<file path="src/rtl/arena_access_arbiter.sv">
// Serialises player moves, bomb drops and explosion clears onto the single arena/bomb map port.
// Optional: define BOMB_BLOCKS_MOVE_EN to make bomb cells block player moves.
module arena_access_arbiter #(
  parameter int unsigned GRID_W = 10,
  parameter int unsigned CELLS  = 100,
  parameter int unsigned ADDR_W = 7
) (
  input  logic              clk,
  input  logic              rst,
  input  logic              game_over,
  input  logic              a_valid,
  input  logic [2:0]        a_cmd,
  output logic              a_ready,
  output logic              a_done,
  output logic              a_ok,
  input  logic              b_valid,
  input  logic [2:0]        b_cmd,
  output logic              b_ready,
  output logic              b_done,
  output logic              b_ok,
  input  logic              x_valid,
  input  logic [ADDR_W-1:0] x_addr,
  output logic              x_ready,
  output logic              x_done,
  output logic              hit_a,
  output logic              hit_b,
  output logic [ADDR_W-1:0] a_pos,
  output logic [ADDR_W-1:0] b_pos,
  output logic [ADDR_W-1:0] mem_addr,
  input  logic [1:0]        mem_rd_data,
  input  logic              bomb_rd_data,
  output logic              mem_wr_en,
  output logic [1:0]        mem_wr_data,
  output logic              bomb_wr_en
);

  typedef enum logic [2:0] {IDLE, RD, CHK, WR_NEW, WR_OLD} state_e;
  typedef enum logic [1:0] {OP_MOVE, OP_BOMB, OP_REJ, OP_X} op_e;

  localparam logic [ADDR_W-1:0] GRID_A   = ADDR_W'(GRID_W);
  localparam logic [ADDR_W-1:0] ROW_LAST = ADDR_W'(CELLS - GRID_W);
  localparam logic [ADDR_W-1:0] COL_LAST = ADDR_W'(GRID_W - 1);
  localparam logic [ADDR_W-1:0] ONE_A    = ADDR_W'(1);
  localparam logic [ADDR_W-1:0] A_HOME   = ADDR_W'(11);
  localparam logic [ADDR_W-1:0] B_HOME   = ADDR_W'(88);
  localparam logic [1:0] CODE_EMPTY = 2'd0;
  localparam logic [1:0] CODE_A     = 2'd2;
  localparam logic [1:0] CODE_B     = 2'd3;
  localparam logic [2:0] CMD_UP     = 3'd0;
  localparam logic [2:0] CMD_DOWN   = 3'd1;
  localparam logic [2:0] CMD_LEFT   = 3'd2;
  localparam logic [2:0] CMD_RIGHT  = 3'd3;
  localparam logic [2:0] CMD_BOMB   = 3'd4;

  state_e              state_q, state_d;
  op_e                 op_q, op_d;
  logic                who_q, who_d;
  logic [ADDR_W-1:0]   tgt_q, tgt_d;
  logic [ADDR_W-1:0]   a_pos_q, a_pos_d;
  logic [ADDR_W-1:0]   b_pos_q, b_pos_d;
  logic [ADDR_W-1:0]   mem_addr_q, mem_addr_d;
  logic                mem_wr_en_q, mem_wr_en_d;
  logic [1:0]          mem_wr_data_q, mem_wr_data_d;
  logic                bomb_wr_en_q, bomb_wr_en_d;
  logic                prefer_b_q, prefer_b_d;
  logic                x_won_q, x_won_d;

  logic                idle_c, pl_req_c, pick_b_c;
  logic                x_gnt_c, a_gnt_c, b_gnt_c;
  logic [ADDR_W-1:0]   sel_pos_c, col_c, mv_tgt_c, old_pos_c;
  logic [2:0]          sel_cmd_c;
  logic                mv_rej_c, blocked_c, p_done_c, p_ok_c;

`ifdef BOMB_BLOCKS_MOVE_EN
  assign blocked_c = (mem_rd_data != CODE_EMPTY) || bomb_rd_data;
`else
  logic unused_bomb_rd;
  assign unused_bomb_rd = bomb_rd_data;
  assign blocked_c      = (mem_rd_data != CODE_EMPTY);
`endif

  // Grant: explosion first unless it won the previous IDLE while a player waited
  always_comb begin
    idle_c   = (state_q == IDLE) && !rst;
    pl_req_c = !game_over && (a_valid || b_valid);
    pick_b_c = b_valid && (!a_valid || prefer_b_q);
    x_gnt_c  = idle_c && x_valid && !(x_won_q && pl_req_c);
    a_gnt_c  = idle_c && !x_gnt_c && !game_over && a_valid && !pick_b_c;
    b_gnt_c  = idle_c && !x_gnt_c && !game_over && pick_b_c;
  end

  // Move target and boundary rejection, checked before any subtraction
  always_comb begin
    sel_pos_c = pick_b_c ? b_pos_q : a_pos_q;
    sel_cmd_c = pick_b_c ? b_cmd : a_cmd;
    col_c     = sel_pos_c % GRID_A;
    mv_tgt_c  = sel_pos_c;
    mv_rej_c  = 1'b1;
    case (sel_cmd_c)
      CMD_UP: begin
        mv_rej_c = (sel_pos_c < GRID_A);
        mv_tgt_c = sel_pos_c - GRID_A;
      end
      CMD_DOWN: begin
        mv_rej_c = (sel_pos_c >= ROW_LAST);
        mv_tgt_c = sel_pos_c + GRID_A;
      end
      CMD_LEFT: begin
        mv_rej_c = (col_c == '0);
        mv_tgt_c = sel_pos_c - ONE_A;
      end
      CMD_RIGHT: begin
        mv_rej_c = (col_c == COL_LAST);
        mv_tgt_c = sel_pos_c + ONE_A;
      end
      default: begin
        mv_rej_c = 1'b1;
        mv_tgt_c = sel_pos_c;
      end
    endcase
  end

  assign old_pos_c = who_q ? b_pos_q : a_pos_q;

  always_ff @(posedge clk or posedge rst) begin
    if (rst) begin
      state_q       <= IDLE;
      op_q          <= OP_MOVE;
      who_q         <= 1'b0;
      tgt_q         <= '0;
      a_pos_q       <= A_HOME;
      b_pos_q       <= B_HOME;
      mem_addr_q    <= '0;
      mem_wr_en_q   <= 1'b0;
      mem_wr_data_q <= '0;
      bomb_wr_en_q  <= 1'b0;
      prefer_b_q    <= 1'b0;
      x_won_q       <= 1'b0;
    end else begin
      state_q       <= state_d;
      op_q          <= op_d;
      who_q         <= who_d;
      tgt_q         <= tgt_d;
      a_pos_q       <= a_pos_d;
      b_pos_q       <= b_pos_d;
      mem_addr_q    <= mem_addr_d;
      mem_wr_en_q   <= mem_wr_en_d;
      mem_wr_data_q <= mem_wr_data_d;
      bomb_wr_en_q  <= bomb_wr_en_d;
      prefer_b_q    <= prefer_b_d;
      x_won_q       <= x_won_d;
    end
  end

  // Sequencer: write strobes are registered one state ahead so they line up with WR_NEW/WR_OLD
  always_comb begin
    state_d       = state_q;
    op_d          = op_q;
    who_d         = who_q;
    tgt_d         = tgt_q;
    a_pos_d       = a_pos_q;
    b_pos_d       = b_pos_q;
    mem_addr_d    = mem_addr_q;
    mem_wr_en_d   = 1'b0;
    mem_wr_data_d = CODE_EMPTY;
    bomb_wr_en_d  = 1'b0;
    prefer_b_d    = prefer_b_q;
    x_won_d       = x_won_q;
    p_done_c      = 1'b0;
    p_ok_c        = 1'b0;
    x_done        = 1'b0;
    hit_a         = 1'b0;
    hit_b         = 1'b0;

    case (state_q)
      IDLE: begin
        if (x_gnt_c) begin
          op_d       = OP_X;
          tgt_d      = x_addr;
          mem_addr_d = x_addr;
          x_won_d    = pl_req_c;
          state_d    = RD;
        end else if (a_gnt_c || b_gnt_c) begin
          who_d      = b_gnt_c;
          prefer_b_d = a_gnt_c;
          x_won_d    = 1'b0;
          if (sel_cmd_c == CMD_BOMB) begin
            op_d         = OP_BOMB;
            mem_addr_d   = sel_pos_c;
            bomb_wr_en_d = 1'b1;
            state_d      = WR_NEW;
          end else if (mv_rej_c) begin
            op_d    = OP_REJ;
            state_d = CHK;
          end else begin
            op_d       = OP_MOVE;
            tgt_d      = mv_tgt_c;
            mem_addr_d = mv_tgt_c;
            state_d    = RD;
          end
        end
      end
      RD: state_d = CHK;
      CHK: begin
        case (op_q)
          OP_MOVE: begin
            if (blocked_c) begin
              p_done_c = 1'b1;
              state_d  = IDLE;
            end else begin
              mem_wr_en_d   = 1'b1;
              mem_wr_data_d = who_q ? CODE_B : CODE_A;
              mem_addr_d    = tgt_q;
              state_d       = WR_NEW;
            end
          end
          OP_X: begin
            if (mem_rd_data == CODE_A || mem_rd_data == CODE_B) begin
              hit_a   = (mem_rd_data == CODE_A);
              hit_b   = (mem_rd_data == CODE_B);
              x_done  = 1'b1;
              state_d = IDLE;
            end else begin
              mem_wr_en_d   = 1'b1;
              mem_wr_data_d = CODE_EMPTY;
              mem_addr_d    = tgt_q;
              state_d       = WR_NEW;
            end
          end
          default: begin
            p_done_c = 1'b1;
            state_d  = IDLE;
          end
        endcase
      end
      WR_NEW: begin
        if (op_q == OP_MOVE) begin
          mem_wr_en_d   = 1'b1;
          mem_wr_data_d = CODE_EMPTY;
          mem_addr_d    = old_pos_c;
          state_d       = WR_OLD;
        end else begin
          x_done   = (op_q == OP_X);
          p_done_c = (op_q == OP_BOMB);
          p_ok_c   = (op_q == OP_BOMB);
          state_d  = IDLE;
        end
      end
      WR_OLD: begin
        p_done_c = 1'b1;
        p_ok_c   = 1'b1;
        if (who_q) b_pos_d = tgt_q;
        else       a_pos_d = tgt_q;
        state_d = IDLE;
      end
      default: state_d = IDLE;
    endcase
  end

  assign a_ready     = a_gnt_c;
  assign b_ready     = b_gnt_c;
  assign x_ready     = x_gnt_c;
  assign a_done      = p_done_c && !who_q;
  assign b_done      = p_done_c && who_q;
  assign a_ok        = p_ok_c && !who_q;
  assign b_ok        = p_ok_c && who_q;
  assign a_pos       = a_pos_q;
  assign b_pos       = b_pos_q;
  assign mem_addr    = mem_addr_q;
  assign mem_wr_en   = mem_wr_en_q;
  assign mem_wr_data = mem_wr_data_q;
  assign bomb_wr_en  = bomb_wr_en_q;

endmodule

</file>
<file path="config.mk">
export PLATFORM = sky130hd
export DESIGN_NAME = arena_access_arbiter
export DESIGN_NICKNAME = d
export VERILOG_FILES = /design/src/rtl/arena_access_arbiter.sv
export SDC_FILE = /design/constraint.sdc
export NUM_CORES = 1
export LEC_CHECK = 0
export CAP_MARGIN = 20
export CELL_PAD_IN_SITES_DETAIL_PLACEMENT = 1
export CELL_PAD_IN_SITES_GLOBAL_PLACEMENT = 2
export CORE_AREA = 2 2 109 101
export DETAILED_ROUTE_END_ITERATION = 7
export DIE_AREA = 0 0 111 103
export HOLD_SLACK_MARGIN = 0.05
export PLACE_DENSITY = 0.88
export SYNTH_ARGS = -nofsm -noshare
export SYNTH_HDL_FRONTEND = slang
export SYNTH_SLANG_ARGS = --single-unit
</file>
<file path="constraint.sdc">
create_clock -name clk -period 12.1 [get_ports clk]
set_input_delay 3.63 -clock clk [delete_from_list [all_inputs] [get_ports clk]]
set_output_delay 3.63 -clock clk [all_outputs]
set_load 0.01 [all_outputs]
</file>
==> results.txt <==
----------------------------------------------------
[Run status]
  Status ... finished, final reports clean

[Synthesis]
  Sequential element share of the synthesized area ... roughly 28%
  Number of flip-flops and latches in the synthesized netlist ... 40
  Synth area leaders ... sky130_fd_sc_hd__dfrtp_1, sky130_fd_sc_hd__mux2_2, sky130_fd_sc_hd__mux2i_1
  Largest area contributor in the synthesized netlist ... sky130_fd_sc_hd__dfrtp_1
  Post-Syn Instances ... 419
  Share of flip-flops with an asynchronous set or reset after synthesis ... 100%
  Post-synth top area share ... about a quarter
  Post-Synthesis Cell Area ... about 0.0036 mm^2
  EDFF count, synth ... 0
  Ys Warns ... 0
  Unique masters post-synth ... 76
  Post-synthesis area per instance ... between 8 and 9 um^2
  Post-synth top flop ... sky130_fd_sc_hd__dfrtp_1
  Net count after synthesis ... between 400 and 500

[Drt]
  ANT nets after route ... 0
  Number of DRC markers in iteration 0 ... around 240
  Per-cell routed wire length ... ~20 um
  Via count normalized by instance count ... a little under 6
  First-pass DRT Iterations ... 4
  Total via count in the routed design ... 3450
  Final wirelength ... 11700 um
  DRC violations left ... 0

[Final layout]
  Layout cells sized above 1 ... 13.3%
  Commonest cells after routing, fill and taps aside ... sky130_fd_sc_hd__clkdlybuf4s50_1, sky130_fd_sc_hd__nor2_1, sky130_fd_sc_hd__dfrtp_1
  Most frequent standard cell in the layout excluding fill and tap cells ... sky130_fd_sc_hd__clkdlybuf4s50_1
  Antenna fix cells ... 0
  Layout-stage area growth over the synthesis result ... 22.3%
  Final cell utilization of the core ... between 40% and 50%
  Non-filler instance count after layout ... between 500 and 600
  Net count of the finished layout ... 500

[Pwr]
  Static Leak ... roughly 1.9 nW
  Power density over the cells ... roughly 200 mW/mm^2
  VDD IR-drop max ... about 0.1 mV

[Clock network]
  Worst-Skew Late Latency ... slightly below 0.3 ns
  Buffer levels on the longest clock path ... 2
  CTS tree ... yes
  Hold-fix buffer count after cts ... 0
  Root buffer selected by CTS ... sky130_fd_sc_hd__clkbuf_16
  Post CTS Setup Buffer Count ... 0
  Clock buffers created by TritonCTS ... 5
  Clock-pin slew of the registers on the worst-case setup and hold paths ... ~0.060 ns
  Number of gates resized after CTS ... 0
  Max H-tree Level ... 2
  Sink Count ... 40

[STA]
  Max-slew violation total from the final report ... 0
  Number of setup violations in the final report ... 0
  Setup total negative slack ... 0 ns
  Unrepaired setup endpoints after global routing ... no
  Final worst-path setup slack ... roughly 2.1 ns
  Max-slew headroom ... between 40 and 50%
  Final worst path period share ... 83.0%
  Final Hold Fails ... 0
  Highest Clock Rate ... 0.0996 GHz
  Worst clock skew ... between 0.005 and 0.006 ns
  Minimum clock period after layout ... ~10 ns
  Worst Tran Pin Value ... ~0.86 ns

[Hold path]
  Hold path endpoint ... mem_addr[2]
  Start point of the worst hold path ... mem_addr[2]
  Hold/Removal Path Class ... reg -> reg
  Worst hold path stage count ... 1

[Floorplanning]
  Row Count ... 36
  Die boundary height ... between 100 and 150 um
  Die extent in x ... 111 um
  Initial core utilization ... about a third
  Number of placed I/O pins ... 57
  CORE AREA ... roughly 0.010 mm^2
  Area of the die ... 0.0114 mm^2

[Global routing]
  GR Util met2 ... 33.7%
  Overflow left after global routing ... 0
  Initial antenna violation count ... 0
  Global-route wire length before repair ... 19400 um
  Global-route track usage on met1 ... 30.7%
  Global routing's busiest layer ... met2
  Maximum number of pins on one net before global-route repair ... 41
  Routing usage on met3 ... under 10%
  Overall fraction of global-route tracks in use ... between 20% and 30%
  Via count of the first global-routing pass ... around 3600

[Run]
  Count of max-cap constraint violations ... 0

[Worst setup path]
  Register-to-Register Setup Slack ... approximately 6.7 ns
  Worst Path Max Fanout ... 18
  Data arrival at the endpoint of the critical path ... 6.41 ns
  Sort of element at the end of the critical path ... output pin
  Cells along the critical path ... clkdlybuf4s50_1 -> nand2b_1 -> nand2_2 -> a2111oi_0 -> clkdlybuf4s50_1
  FF-to-FF Start ... prefer_b_q
  Crit start category ... input port
  Endpoint required time on the critical path ... 8.47 ns
  Worst R2R End ... mem_addr[2]
  Critical path's most frequent cell ... sky130_fd_sc_hd__clkdlybuf4s50_1
  Worst setup path category ... in -> out
  Worst r2r path cells ... 14
  Largest incremental delay on the critical path ... about 0.75 ns
  Slowest CP cell ... sky130_fd_sc_hd__a2111oi_0

[Place]
  Final estimated routing congestion in global placement ... 0.853
  HPWL reported at the end of detailed placement ... 8860 um
  Placed cells ... between 500 and 600
  IO Port Bufs ... 55
  Post-placement setup slack ... ~2.1 ns

----------------------------------------------------
==> per-stage QoR <==
stage / instance area, um^2 / total power (W) / hold slack (ns)
after CTS: 4430 / 0.000867 / 0.521
after global placement: 4240 / 0.000681 / 0.502
after global routing: 4430 / 0.000927 / 0.549
final: 4430 / 0.000866 / 0.514
after detailed placement: 4240 / 0.000696 / 0.493
after floorplan: 3620 / 0.000558 / 0.486
==> synth_stat cells (4+ instances only) <==
cell,instances
sky130_fd_sc_hd__o211ai_1,12
sky130_fd_sc_hd__dfrtp_1,34
sky130_fd_sc_hd__o21a_1,4
sky130_fd_sc_hd__clkbuf_1,12
sky130_fd_sc_hd__nor3_1,5
sky130_fd_sc_hd__buf_6,4
sky130_fd_sc_hd__a21oi_1,19
sky130_fd_sc_hd__o22ai_1,5
sky130_fd_sc_hd__o21ai_0,23
sky130_fd_sc_hd__nand2_1,31
sky130_fd_sc_hd__nor2_1,35
sky130_fd_sc_hd__a21o_1,6
sky130_fd_sc_hd__buf_2,4
sky130_fd_sc_hd__a2111oi_0,4
sky130_fd_sc_hd__ha_1,13
sky130_fd_sc_hd__and3_1,7
sky130_fd_sc_hd__xnor2_1,10
sky130_fd_sc_hd__nor2b_1,12
sky130_fd_sc_hd__dfstp_2,6
sky130_fd_sc_hd__a211oi_1,4
sky130_fd_sc_hd__mux2_2,18
sky130_fd_sc_hd__mux2i_1,17
sky130_fd_sc_hd__nand2b_1,9
sky130_fd_sc_hd__nor4_1,6
sky130_fd_sc_hd__inv_1,22
sky130_fd_sc_hd__nand3_1,13
sky130_fd_sc_hd__a31oi_1,4
sky130_fd_sc_hd__and2_1,4
sky130_fd_sc_hd__mux2_4,5
==> metal layers <==
layer / vias to the layer above / wire (um) / share of wire (%)
li1: 1636 / - / -
met1: 1734 / 5930 / 51
met2: 70 / 5290 / 45
met3: 10 / 326 / 2.8
met4: 0 / 130 / 1.1
met5: - / 0 / 0
==> worst max path at each step <==
| stage | start | endpoint | slack [ns] |
|---|---|---|---|
| after floorplan | b_valid | b_ready | 3.65 |
| final | a_valid | b_ready | 2.06 |
| after global routing | a_valid | b_ready | 1.92 |
| after global placement | a_valid | b_ready | 2.15 |
| after detailed placement | a_valid | b_ready | 2.08 |
| after CTS | a_valid | b_ready | 2.08 |
==> where the power goes <==
| part | internal [W] | switching [W] | leakage (nW) |
|---|---|---|---|
| logic | 0.000216 | 0.000243 | 1.31 |
| clock network | 0.000109 | 0.0000563 | 0.0901 |
| registers | 0.000177 | 0.0000652 | 0.500 |
| total | 0.000501 | 0.000364 | 1.90 |
==> cell type report <==
class	instances	area [um^2]
fill	1222	5970
multi-input combinational	332	2390
sequential	40	1010
timing repair buffer	60	586
tap	133	166
clock buffer	7	153
inverter	25	93.8
clock inverter	1	30.0
==> cell families (layout without fill, tap and decap cells) <==
group           count (synthesis)  count (layout)  synth area share (%)
flops                          40              40                  27.8
simple gates                  141             141                  20.2
mux                            40              40                  12.4
compound gates                124             124                  25.4
fa+ha+maj                      14              14                  5.04
buf+inv                        47              93                  6.04
xor+xnor                       13              13                  3.14
==> worst max-delay path, delay by kind of cell <==
| kind | cells | cell delay (ns) |
|---|---|---|
| AO/OA/AOI/OAI | 1 | 0.75 |
| buffers and inverters | 2 | 1.16 |
| AND/OR/NAND/NOR | 2 | 0.88 |
==> flip-flops by register name, indices dropped and copies added, names as in the netlist, 2 cells and up <==
name         cells
a_pos            7
op_q             2
mem_wr_data      2
state_q          3
tgt_q            7
b_pos            7
mem_addr         7
Power figures use the tool's default switching activity.
